### src/rtl/bvmul_serial.sv
// bvmul_serial
// Serial shift-add multiplier, one multiplier bit per cycle, LSB first.
// The product is truncated to WIDTH bits and held until the next start.
// Ports:
//   clk, rst : clock, asynchronous active-high reset
//   start    : load a/b and clear the accumulator (ignored state of busy)
//   a, b     : multiplicand, multiplier
//   done     : one-cycle pulse once the last multiplier bit is consumed
//   product  : (a*b) mod 2^WIDTH, valid from the done pulse on
module bvmul_serial #(
  parameter int WIDTH = 4
) (
  input  logic             clk,
  input  logic             rst,
  input  logic             start,
  input  logic [WIDTH-1:0] a,
  input  logic [WIDTH-1:0] b,
  output logic             done,
  output logic [WIDTH-1:0] product
);

  localparam int CW = (WIDTH > 2) ? $clog2(WIDTH) : 1;

  logic [WIDTH-1:0] a_q;
  logic [WIDTH-1:0] b_q;
  logic [CW-1:0]    cnt;
  logic             busy;

  // a_q walks left and b_q walks right so that bit k of the multiplier
  // always meets the multiplicand already shifted by k.
  always_ff @(posedge clk or posedge rst) begin
    if (rst) begin
      a_q     <= '0;
      b_q     <= '0;
      cnt     <= '0;
      busy    <= 1'b0;
      done    <= 1'b0;
      product <= '0;
    end else begin
      done <= 1'b0;
      if (start) begin
        a_q     <= a;
        b_q     <= b;
        cnt     <= '0;
        busy    <= 1'b1;
        product <= '0;
      end else if (busy) begin
        if (b_q[0]) begin
          product <= product + a_q;
        end
        a_q <= a_q << 1;
        b_q <= b_q >> 1;
        cnt <= cnt + 1'b1;
        if (cnt == CW'(WIDTH - 1)) begin
          busy <= 1'b0;
          done <= 1'b1;
        end
      end
    end
  end

endmodule

### config.mk
export PLATFORM = sky130hd
export DESIGN_NAME = bvmul_serial
export DESIGN_NICKNAME = d
export VERILOG_FILES = /design/src/rtl/bvmul_serial.sv
export SDC_FILE = /design/constraint.sdc
export NUM_CORES = 1
export LEC_CHECK = 0
export ABC_AREA = 1
export BUFFER_PORTS_ARGS = -buffer_cell sky130_fd_sc_hd__buf_2
export CORE_MARGIN = 8
export CORE_UTILIZATION = 55
export CTS_CLUSTER_DIAMETER = 100
export DETAILED_ROUTE_END_ITERATION = 7
export PLACE_DENSITY = 0.85
export SLEW_MARGIN = 20
export SYNTH_ARGS = -nofsm -noshare
export SYNTH_HDL_FRONTEND = slang
export SYNTH_SLANG_ARGS = --single-unit
### constraint.sdc
create_clock -name clk -period 3.8 [get_ports clk]
set_input_delay 0.38 -clock clk [delete_from_list [all_inputs] [get_ports clk]]
set_output_delay 0.38 -clock clk [all_outputs]
set_load 0.02 [all_outputs]
## After elaboration in Yosys (flattened, before gate mapping)

Index checks and enable logic that the tools add are counted.

- Register bits: 16
- Input bits: 11
- Output and inout port bits: 5
- Word-level logic and storage cells: 27

- Add/sub/neg operators: 2
- Eq/ne operators: 1
- Mux-type cells: 15
- Reductions and logical operators: 3

Operator list:

| kind | count |
|---|---|
| 4-bit two-way mux | 7 |
| 1-bit two-way mux | 6 |
| 4-bit adder | 1 |
| 2-bit two-way mux | 2 |
| 2-bit nonzero test | 2 |
| 2-bit by 1-bit adder with 2-bit output (second input constant) | 1 |
| 2-bit == test (second input constant) | 1 |
| 2-bit AND reduction | 1 |

## Longest topological paths before layout

Gate-level depths: netlist of run 1.

- Depth after elaboration: 4
- Mapped depth: 7

## Least setup slack after synthesis of run 1

No wires, ideal clock.

- Path type: reg2reg
- From: reg product[0]
- To: reg product[2]
- Library setup time: 121 ps
- Arrival: 1391 ps
- Data required time: 3679 ps
- Slack: 2288 ps
- Stages on the path, launching flop included: 5
- Buffers on the path: 0
- Clock period less this slack: 1512 ps
- Cells stage by stage: dfrtp_1 > ha_1 > fa_1 > xor2_1 > a22o_1

- Longest elaborated chain between the ends: 4

RTL lines:

| what | line | RTL |
|---|---|---|
| start: declaration | 19 | `output logic [WIDTH-1:0] product` |
| start signal: assignment | 49 | `product <= product + a_q;` |
| 4-bit adder | 49 |  |
| 4-bit two-way mux | 48 | `if (b_q[0]) begin` |
| 4-bit two-way mux | 47 | `end else if (busy) begin` |
| 4-bit two-way mux | 41 | `if (start) begin` |

No other way between the ends. The select of a mux whose other input is x is not followed.
A chain may end at the register's enable or synchronous reset.

## Final worst setup path of run 1

Ends and elaborated chain as after synthesis.

==> flow_summary_export.csv, run 1 <==
group,metric,value,unit
global_routing,first_global_vias,593,
cells_and_area,fin_area,901,µm²
worst_setup_path,cp_slowest_cell,"dfrtp_1",
synth,synthArstFlopShare,100,%
synth,synth_most_common_cell,"nand2_1",
worst_setup_path,cp-start-kind,"flop",
clocking,clkTransAtPathRegs,100,ps
synth,synth_seq_cells,16,
synth,syn_avg_cell_area,9.61,µm²
synth,synth_top_area_cell,"dfrtp_1",
route,drc_errors,0,
synth,synth_top_family_by_area,"simple AND/OR/NAND/NOR gates",
synth,yosys.area_share.adder,9.00,%
synth,synth_area_leaders,"dfrtp_1 51%, nand2_1 12%, ha_1 6.4%, a22o_1 5.6%, nand3_1 3.9%",
clocking,cts_sinks,16,
clocking,insertion_delay,290,ps
synth,netlist_instances,81,
worst_setup_path,path_delay_family,"adder cells",
placed_design,globalplace.congestion,0.757,
global_routing,overflow,0,
sta,report.final.slew_viol_count,0,
route,wirelength,1620,µm
cells_and_area,n_antenna_cell,0,
route,vias_per_cell,5.44,
worst_setup_path,setup.worst_path.class,"reg2reg",
pwr,power.leakage,0.503,nW
die,die_x,53.6,µm
pwr,powerDensity,440,nW/µm²
synth,muxShareOfSynthArea,0,%
cells_and_area,post-route-util,68.4,%
global_routing,grt_pass1_wl,2610,µm
synth,synth_top_area_share,51.4,%
clocking,clockBufferDepth,2,
synth,synth_edf_count,0,
synth,yosysSeqAreaShare,51.4,%
cells_and_area,syn_to_final_growth,15.8,%
clocking,h-tree-depth,1,
placed_design,place_area,865,µm²
die,die_h,53.6,µm
global_routing,grt_usage,12.2,%
sta,max_slew.worst_pin.slew,585,ps
worst_setup_path,path_cells,"ha_1 -> fa_1 -> xor2_1 -> a22o_1",
route,ant_nets,0,
clocking,cts_resized,0,
outcome,outcome,"completed",
min_path,hp-class,"in2async",
clocking,cts_root_buf,"clkbuf_4",
synth,synth-warning-count,0,
sta,layout_min_cycle_time,1450,ps
die,io_pins,16,
worst_setup_path,slowest_delay,410,ps
sta,min_period_over_period,38.2,%
sta,finalHoldViolCount,0,
die,rows,13,
cells_and_area,n_fill_cell,102,
sta,rsz0062_at_grt,"false",
cells_and_area,drive_gt1_share,27.3,%
placed_design,place_hpwl,1210,µm
synth,ys_types,19,
worst_setup_path,endpoint_kind,"flop",
placed_design,io_buffer_count,15,
clocking,numCtsBuffers,3,
clocking,cts_tree,"done",
clocking,cts_setup_buffers,0,
route,drt-pass1-iter-count,6,
sta,setup_tns,0,ps
route,vias,620,
die,design.die.area,2870,µm²
clocking,cts_hold_repair.buffers,0,
worst_setup_path,cp_max_fo,3,
sta,setup_viol,0,
global_routing,antenna_found_initial,0,
worst_setup_path,crit_required,3980,ps
synth,syn-cell-area,778,µm²
route,drt-initial-drc-count,9,
cells_and_area,nets,116,
synth,synth_nets,97,
worst_setup_path,worst-path-buf-inv,0,
synth,synthSimpleGateAreaFrac,20.1,%
die,start_util,59.1,%
sta,fmaxAchievable,688,MHz
flow_run,maxCapViolCount,0,
global_routing,grt_max_degree,17,
die,core,1320,µm²
sta,skew,5.89,ps
synth,synth_xor_area_share,1.13,%
worst_setup_path,cp.arrival,1640,ps
synth,synth_top_flop_cell,"dfrtp_1",
route,wl_per_cell,14.2,µm
synth,synthTopCellsByCount,"25 x nand2_1, 16 x dfrtp_1, 6 x inv_1, 6 x nand3_1, 5 x a22o_1",
sta,slew_headroom,61.0,%
pwr,ir_worst_vdd,0.283,mV
synth,synth_compound_area_share,12.2,%
==> registers in the layout, summed over array words and instances, names as in the netlist <==
| signal | cells |
|---|---|
| product | 4 |
| cnt | 2 |
| a_q | 4 |
| done | 1 |
| b_q | 4 |
| busy | 1 |
==> area by class of cell <==
| cell class | instances | area [µm²] | area share, % |
|---|---|---|---|
| Multi-Input combinational cell | 54 | 330 | 36.7 |
| Clock buffer | 4 | 36.3 | 4.03 |
| Sequential cell | 16 | 400 | 44.4 |
| Tap cell | 15 | 18.8 | 2.08 |
| Timing Repair Buffer | 15 | 75.1 | 8.33 |
| Inverter | 10 | 40.0 | 4.44 |
==> path summary, 6_finish.rpt <==
kind | start | to | cells past startpoint | slack (ps)
max | product[0] | product[2] | 4 | 2350
min | rst | b_q[3] | 2 | 130
max reg2reg | product[0] | product[2] | 4 | 2350
min reg2reg | b_q[2] | b_q[2] | 2 | 510
max in group asynchronous | rst | a_q[0] | 2 | 3280
min in group clk | b[2] | b_q[2] | 3 | 300
==> cell usage in the layout, fill, tap and decap left out, types with 3 or more instances in the layout <==
master / synthesis / final
a22o_1: 5 / 5
buf_2: 0 / 15
clkbuf_4: 0 / 3
dfrtp_1: 16 / 16
ha_1: 4 / 4
inv_1: 6 / 6
inv_2: 3 / 3
nand2_1: 25 / 25
nand3_1: 6 / 6
o211ai_1: 3 / 3
o21ai_0: 3 / 3
==> power breakdown <==
part	internal, W	switching, W
Combinational	0.0000315	0.0000474
Clock	0.0000584	0.0000550
Sequential	0.000188	0.0000153
Total	0.000278	0.000118
==> logic make-up (layout without fill, tap and decap cells) <==
group | Yosys count | count (layout)
compound gates | 13 | 13
simple gates | 35 | 35
buf+inv | 11 | 29
flops | 16 | 16
fa+ha+maj | 5 | 5
xor+xnor | 1 | 1
==> layer usage <==
layer / vias to the layer above / global-route usage (%) / routed length (µm)
met2: 19 / 19.9 / 815
met4: 0 / 6.30 / 20
li1: 304 / - / -
met3: 4 / 2.75 / 77
met1: 293 / 14.8 / 705
met5: - / 0 / 0
==> worst register-to-register path, cell delays in order (launching register included) <==
cell and delay, ps:
dfrtp_1 410, ha_1 230, fa_1 380, xor2_1 170, a22o_1 170
==> stage by stage <==
| step | std cells | setup slack, ps | total power, W | hold WS [ps] |
|---|---|---|---|---|
| floorplan | 81 | 2290 | 0.000261 | 294 |
| CTS | 114 | 2350 | 0.000398 | 158 |
| global route | 114 | 2290 | 0.000417 | 202 |
| finish | 114 | 2350 | 0.000396 | 132 |
| global placement | 110 | 2390 | 0.000282 | 468 |
| detailed placement | 110 | 2360 | 0.000286 | 479 |
(Power assumes the default switching activity.)
==> run 2: changes to the inputs <==
--- a/config.mk
+++ b/config.mk
@@ -8,10 +8,10 @@
 export ABC_AREA = 1
 export BUFFER_PORTS_ARGS = -buffer_cell sky130_fd_sc_hd__buf_2
 export CORE_MARGIN = 8
-export CORE_UTILIZATION = 55
+export CORE_UTILIZATION = 46
 export CTS_CLUSTER_DIAMETER = 100
 export DETAILED_ROUTE_END_ITERATION = 7
-export PLACE_DENSITY = 0.85
+export PLACE_DENSITY = 0.76
 export SLEW_MARGIN = 20
 export SYNTH_ARGS = -nofsm -noshare
 export SYNTH_HDL_FRONTEND = slang
==> constraint.sdc (replaced) <==
create_clock -name clk -period 1.24 [get_ports clk]
set_input_delay 0.124 -clock clk [delete_from_list [all_inputs] [get_ports clk]]
set_output_delay 0.124 -clock clk [all_outputs]
set_load 0.02 [all_outputs]
==> run 2 against run 1 <==
  * Largest power group unchanged
  * Core utilization shrank 9.8 points
  * Clock skew grew 3.8 ps
  * First-iteration DRC count shrank 78%
  * Fmax grew 6.9%
  * Die area grew 14%
  * Hold slack lost 90 ps
  * The run now ends with setup timing left
  * Critical endpoint unchanged
  * Non-clock buffer count grew 4
  * Critical path type unchanged
==> flow_summary_export.csv, run 2 (synthesis gave the netlist of run 1 again) <==
group,metric,value,unit
outcome,outcome,"finished, violations left",
outcome,violations,"setup timing",
placed_design,io_buffer_count,15,
die,core,1650,µm²
worst_setup_path,slowest_delay,430,ps
route,vias,620,
die,start_util,47.1,%
pwr,p_seq_share,50.9,%
placed_design,globalplace.congestion,0.776,
clocking,clkTransAtPathRegs,100,ps
pwr,ir_worst_vdd,0.782,mV
placed_design,place_hpwl,1250,µm
die,die_h,57.1,µm
min_path,hp-class,"in2reg",
cells_and_area,nets,120,
cells_and_area,n_antenna_cell,0,
worst_setup_path,endpoint_kind,"flop",
placed_design,preCtsSetupSlack,-116,ps
pwr,power.leakage,0.513,nW
clocking,cts_setup_buffers,0,
pwr,p_switching,0.000365,W
sta,fmaxAchievable,736,MHz
cells_and_area,most-common-layout-cells,"25 x nand2_1, 15 x buf_2, 13 x dfrtp_1",
sta,min_period_over_period,110,%
global_routing,first_global_vias,692,
pwr,p_sw_share,29.4,%
global_routing,grt_pass1_wl,2920,µm
route,drc_errors,0,
global_routing,antenna_found_initial,0,
sta,setup_viol,2,
sta,rsz0062_at_grt,"true",
clocking,cts_sinks,16,
clocking,numCtsBuffers,3,
global_routing,overflow,0,
clocking,clockBufferDepth,2,
cells_and_area,top_regs,"a_q x4, b_q x4, product x4",
cells_and_area,final-seq-area,404,µm²
pwr,powerDensity,1280,nW/µm²
die,io_pins,16,
sta,report.final.slew_viol_count,0,
route,wirelength,1590,µm
global_routing,grt_max_degree,12,
cells_and_area,syn_to_final_growth,24.3,%
clocking,cts_tree,"done",
worst_setup_path,cp.arrival,1550,ps
worst_setup_path,setup.worst_path.class,"reg2reg",
die,rows,15,
worst_setup_path,cp_slowest_cell,"dfrtp_2",
worst_setup_path,path_cells,"ha_4 -> fa_2 -> xor2_1 -> a22o_1",
worst_setup_path,cp_max_fo,2,
clocking,cts_root_buf,"clkbuf_4",
cells_and_area,instances_no_fill,120,
flow_run,maxCapViolCount,0,
sta,finalHoldViolCount,0,
pwr,p_int,0.000875,W
route,drt-initial-drc-count,2,
die,die_x,57.1,µm
worst_setup_path,crit_required,1430,ps
cells_and_area,drive_gt1_share,35.0,%
clocking,h-tree-depth,1,
route,drt-pass1-iter-count,4,
pwr,clock_power_share,28.0,%
global_routing,grt_usage,11.2,%
cells_and_area,multi_input_area,358,µm²
sta,max_slew.worst_pin.slew,292,ps
sta,slew_headroom,80.5,%
route,vias_per_cell,5.17,
sta,setup_ws,-120,ps
pwr,p_comb_share,21.1,%
placed_design,placedCellCount,115,
route,wl_per_cell,13.2,µm
die,design.die.area,3260,µm²
worst_setup_path,cp-start-kind,"flop",
cells_and_area,n_fill_cell,162,
clocking,insertion_delay,290,ps
sta,skew,9.66,ps
sta,layout_min_cycle_time,1360,ps
route,ant_nets,0,
cells_and_area,mostFrequentLayoutCell,"nand2_1",
-- run 2: cell count changes in the layout (fill, tap and decap cells not counted), moves of 2 or more --
cell	previous run	this run
ha_4	0	2
dfrtp_2	0	3
ha_1	4	2
buf_4	0	3
dfrtp_1	16	13
-- run 2: per-layer routing --
layer | wire length (µm) | track usage [%] | up-vias
li1 | - | - | 312
met1 | 668 | 13.3 | 292
met2 | 817 | 18.1 | 14
met3 | 78 | 3.10 | 2
met4 | 24 | 5.03 | 0
met5 | 0 | 0 | -
-- run 2: worst paths after layout --
path	to	depth (start not counted)	startpoint	slack (ps)
min reg2reg	b_q[2]	2	b_q[2]	500
max	product[2]	4	product[0]	-120
max reg2reg	product[2]	4	product[0]	-120
min	a_q[0]	3	a[0]	40
min in group asynchronous	a_q[1]	3	rst	310
max in group asynchronous	b_q[2]	4	rst	490
-- run 2: final cells by class --
cell class	instances	share of cell area (%)
Tap cell	17	2.20
Sequential cell	16	41.8
Clock buffer	4	3.75
Timing Repair Buffer	19	11.1
Inverter	10	4.14
Multi-Input combinational cell	54	37.0
-- run 2: power groups by stage --
stage          Clock (W)  Sequential [W]  Combinational, W
6_report        0.000347        0.000631          0.000262
5_1_grt         0.000376        0.000640          0.000307
4_1_cts         0.000358        0.000631          0.000269
3_5_place_dp           0        0.000641          0.000266
3_3_place_gp           0        0.000637          0.000255
2_1_floorplan          0        0.000655          0.000161
-- run 2: worst max-delay path, delay by kind of cell, from the launching register on --
kind | cells | cell delay, ps
fa+ha+maj | 2 | 500
xor+xnor | 1 | 160
compound gates | 1 | 170
flops | 1 | 430
-- run 2: timing repair --
action                                  in CTS  in global routing
gates resized for setup                      0                  1
hold buffers                                 1                  0
endpoints found under the hold margin        7                  0
endpoints found under the setup margin       2                  3
-- run 2: metrics by stage --
stage / power (W) / cell area (µm²) / hold WS, ps / TNS (ps) / utilization [%]
2_1_floorplan: 0.000816 / 808 / 37.6 / -225 / -
3_3_place_gp: 0.000892 / 920 / 73.4 / -106 / 55.7
3_5_place_dp: 0.000907 / 920 / 79.7 / -154 / 55.7
4_1_cts: 0.00126 / 966 / 41.6 / -179 / 58.5
5_1_grt: 0.00132 / 967 / 44.3 / -309 / 58.6
6_report: 0.00124 / 967 / 41.9 / -162 / 58.6
==> run 3: changes to the inputs <==
--- a/config.mk
+++ b/config.mk
@@ -5,7 +5,6 @@
 export SDC_FILE = /design/constraint.sdc
 export NUM_CORES = 1
 export LEC_CHECK = 0
-export ABC_AREA = 1
 export BUFFER_PORTS_ARGS = -buffer_cell sky130_fd_sc_hd__buf_2
 export CORE_MARGIN = 8
 export CORE_UTILIZATION = 46
==> run 3 against run 2 <==
  * The run still ends with setup timing left
  * Sequential share of layout area shrank 3.8 points
  * Wire length up 4.2%
  * Sequential power is 0.8% lower
  * Area after synthesis grew 1.3%
  * Via count up 1.1%
  * Combinational power increased by 37%
  * Clock power shrank 18%
  * Die area is 0.93% higher
  * Sequential cell count unchanged
  * Global-route usage is 0.43 points lower
  * Clock-buffer cell count stayed put
==> flow_summary_export.csv, run 3 <==
group,metric,value,unit
outcome,outcome,"finished, violations left",
outcome,violations,"setup timing",
synth,syn_avg_cell_area,10.4,µm²
clocking,insertion_delay,280,ps
synth,ys_types,21,
pwr,power.leakage,0.539,nW
synth,synth_most_common_cell,"dfrtp_1",
route,wl_per_cell,13.6,µm
sta,setup_viol,3,
clocking,h-tree-depth,1,
route,drc_errors,0,
synth,synth_seq_cells,16,
pwr,p_seq_share,49.3,%
die,die_x,57.4,µm
synth,synthArstFlopShare,100,%
pwr,p_int,0.000889,W
synth,syn-cell-area,788,µm²
die,die_h,57.4,µm
synth,synth_edf_count,0,
global_routing,grt_max_degree,25,
synth,synth_area_leaders,"dfrtp_1 51%, mux2i_1 8.9%, ha_1 6.3%, nand2_1 5.2%, o21ai_1 5.1%",
cells_and_area,most-common-layout-cells,"15 x buf_2, 13 x dfrtp_1, 12 x buf_4",
pwr,clock_power_share,22.5,%
placed_design,preCtsSetupSlack,-322,ps
pwr,powerDensity,1190,nW/µm²
pwr,p_switching,0.000380,W
sta,rsz0062_at_grt,"true",
min_path,hp-class,"in2reg",
sta,min_period_over_period,128,%
worst_setup_path,cp.arrival,1800,ps
cells_and_area,mostFrequentLayoutCell,"buf_2",
sta,report.final.slew_viol_count,0,
synth,synth_top_area_share,50.8,%
synth,netlist_instances,76,
pwr,p_comb_share,28.2,%
clocking,cts_tree,"done",
worst_setup_path,cp-start-kind,"flop",
clocking,clkTransAtPathRegs,100,ps
pwr,total_power,0.00127,W
cells_and_area,top_regs,"a_q x4, b_q x4, product x4",
pwr,p_sw_share,29.9,%
worst_setup_path,cp_max_fo,3,
die,design.die.area,3290,µm²
route,drt-initial-drc-count,7,
clocking,cts_root_buf,"clkbuf_4",
clocking,clockBufferDepth,2,
global_routing,antenna_found_initial,0,
die,rows,15,
cells_and_area,final-seq-area,404,µm²
die,start_util,47.2,%
placed_design,globalplace.congestion,0.834,
route,vias_per_cell,5.14,
synth,synth_top_area_cell,"dfrtp_1",
global_routing,grt_pass1_wl,2770,µm
die,core,1670,µm²
route,vias,627,
synth,synth_nets,92,
worst_setup_path,crit_required,1450,ps
global_routing,first_global_vias,668,
sta,finalHoldViolCount,0,
route,ant_nets,0,
worst_setup_path,setup.worst_path.class,"reg2reg",
die,io_pins,16,
sta,slew_headroom,73.5,%
sta,layout_min_cycle_time,1590,ps
sta,skew,6.94,ps
clocking,numCtsBuffers,3,
cells_and_area,syn_to_final_growth,34.9,%
cells_and_area,drive_gt1_share,41.0,%
sta,setup_ws,-346,ps
cells_and_area,nets,122,
route,wirelength,1660,µm
cells_and_area,n_fill_cell,145,
cells_and_area,multi_input_area,418,µm²
synth,synth_top_flop_cell,"dfrtp_1",
synth,synth-warning-count,0,
flow_run,maxCapViolCount,0,
synth,yosysSeqAreaShare,50.8,%
pwr,ir_worst_vdd,0.617,mV
synth,synthTopCellsByCount,"16 x dfrtp_1, 11 x nand2_1, 8 x o21ai_1, 7 x mux2i_1",
sta,fmaxAchievable,631,MHz
clocking,cts_sinks,16,
sta,max_slew.worst_pin.slew,398,ps
global_routing,overflow,0,
global_routing,grt_usage,10.7,%
cells_and_area,n_antenna_cell,0,
route,drt-pass1-iter-count,3,
placed_design,place_hpwl,1240,µm
placed_design,io_buffer_count,15,
worst_setup_path,endpoint_kind,"flop",
## run 3: cell count changes after synthesis, sizes merged, moves of 2 or more
cell,before,now
nand2,27,12
nor2,2,5
a22o,5,0
clkbuf,0,2
nand2b,0,2
o21ai,3,8
mux2i,0,7
nand3,6,3
xnor2,0,2
inv,10,2
a21oi,2,5
o211ai,3,0
## run 3: routing by layer
metal | wire (µm) | share of wire [%] | track usage [%] | up-vias
met1 | 741 | 45 | 12.1 | 295
met3 | 76 | 4.6 | 2.91 | 4
met4 | 21 | 1.3 | 7.50 | 0
met5 | 0 | 0 | 0 | -
li1 | - | - | - | 316
met2 | 816 | 49 | 17.0 | 12
## run 3: critical path: stages (launching register included)
cell and delay [ps]:
dfrtp_1 420, ha_4 260, a21oi_2 140, a21boi_1 90
or4_1 490, a21oi_2 130
## run 3: final timing paths
path                                    to  slack [ps]  depth (start not counted)   start
max in group asynchronous       product[2]         670                          4     rst
min in group asynchronous           b_q[0]         370                          4     rst
worst max-delay path            product[3]        -350                          5  a_q[2]
worst min-delay path                b_q[2]          40                          3    b[2]
worst min register to register      cnt[1]         530                          2  cnt[1]
worst max register to register  product[3]        -350                          5  a_q[2]
## run 3: logic make-up (layout without fill, tap and decap cells)
| group | after synthesis | in the layout | synth area share [%] |
|---|---|---|---|
| adder cells (fa/ha/maj) | 5 | 5 | 8.89 |
| buffers and inverters | 6 | 35 | 3.49 |
| AO/OA/AOI/OAI | 16 | 16 | 11.1 |
| AND/OR/NAND/NOR | 24 | 24 | 14.6 |
| XOR/XNOR | 2 | 2 | 2.22 |
| flip-flops | 16 | 16 | 50.8 |
| multiplexers | 7 | 7 | 8.89 |
## run 3: area by class of cell
type | count | area share [%]
tap | 17 | 2.00
inverter | 2 | 0.706
multi-input combinational | 54 | 39.3
timing repair buffer | 29 | 17.5
sequential | 16 | 38.0
clock buffer | 4 | 2.47
## run 3: repair_timing
| action | CTS | global route |
|---|---|---|
| gates resized for setup | 3 | 1 |
| hold buffers | 1 | 0 |
| pin swaps | 3 | 0 |
| buffers inserted | 2 | 0 |
| setup endpoints to repair | 3 | 3 |
| endpoints found under the hold margin | 16 | 0 |
## run 3: power by group through the flow
stage          clock [W]  sequential (W)  combinational [W]
5_1_grt         0.000309        0.000634           0.000400
3_5_place_dp           0        0.000639           0.000338
4_1_cts         0.000304        0.000626           0.000360
6_report        0.000285        0.000626           0.000358
2_1_floorplan          0        0.000652           0.000200
3_3_place_gp           0        0.000635           0.000327
## run 3: per-stage QoR
stage	util, %	cells	hold slack [ps]	instance area (µm²)	TNS, ps
after global placement	59.7	115	136	997	-622
after detailed placement	59.7	115	143	997	-705
after floorplan	-	76	37.5	838	-668
after global routing	63.7	122	38.3	1060	-926
after CTS	63.4	122	29.5	1060	-726
final	63.7	122	37.5	1060	-743
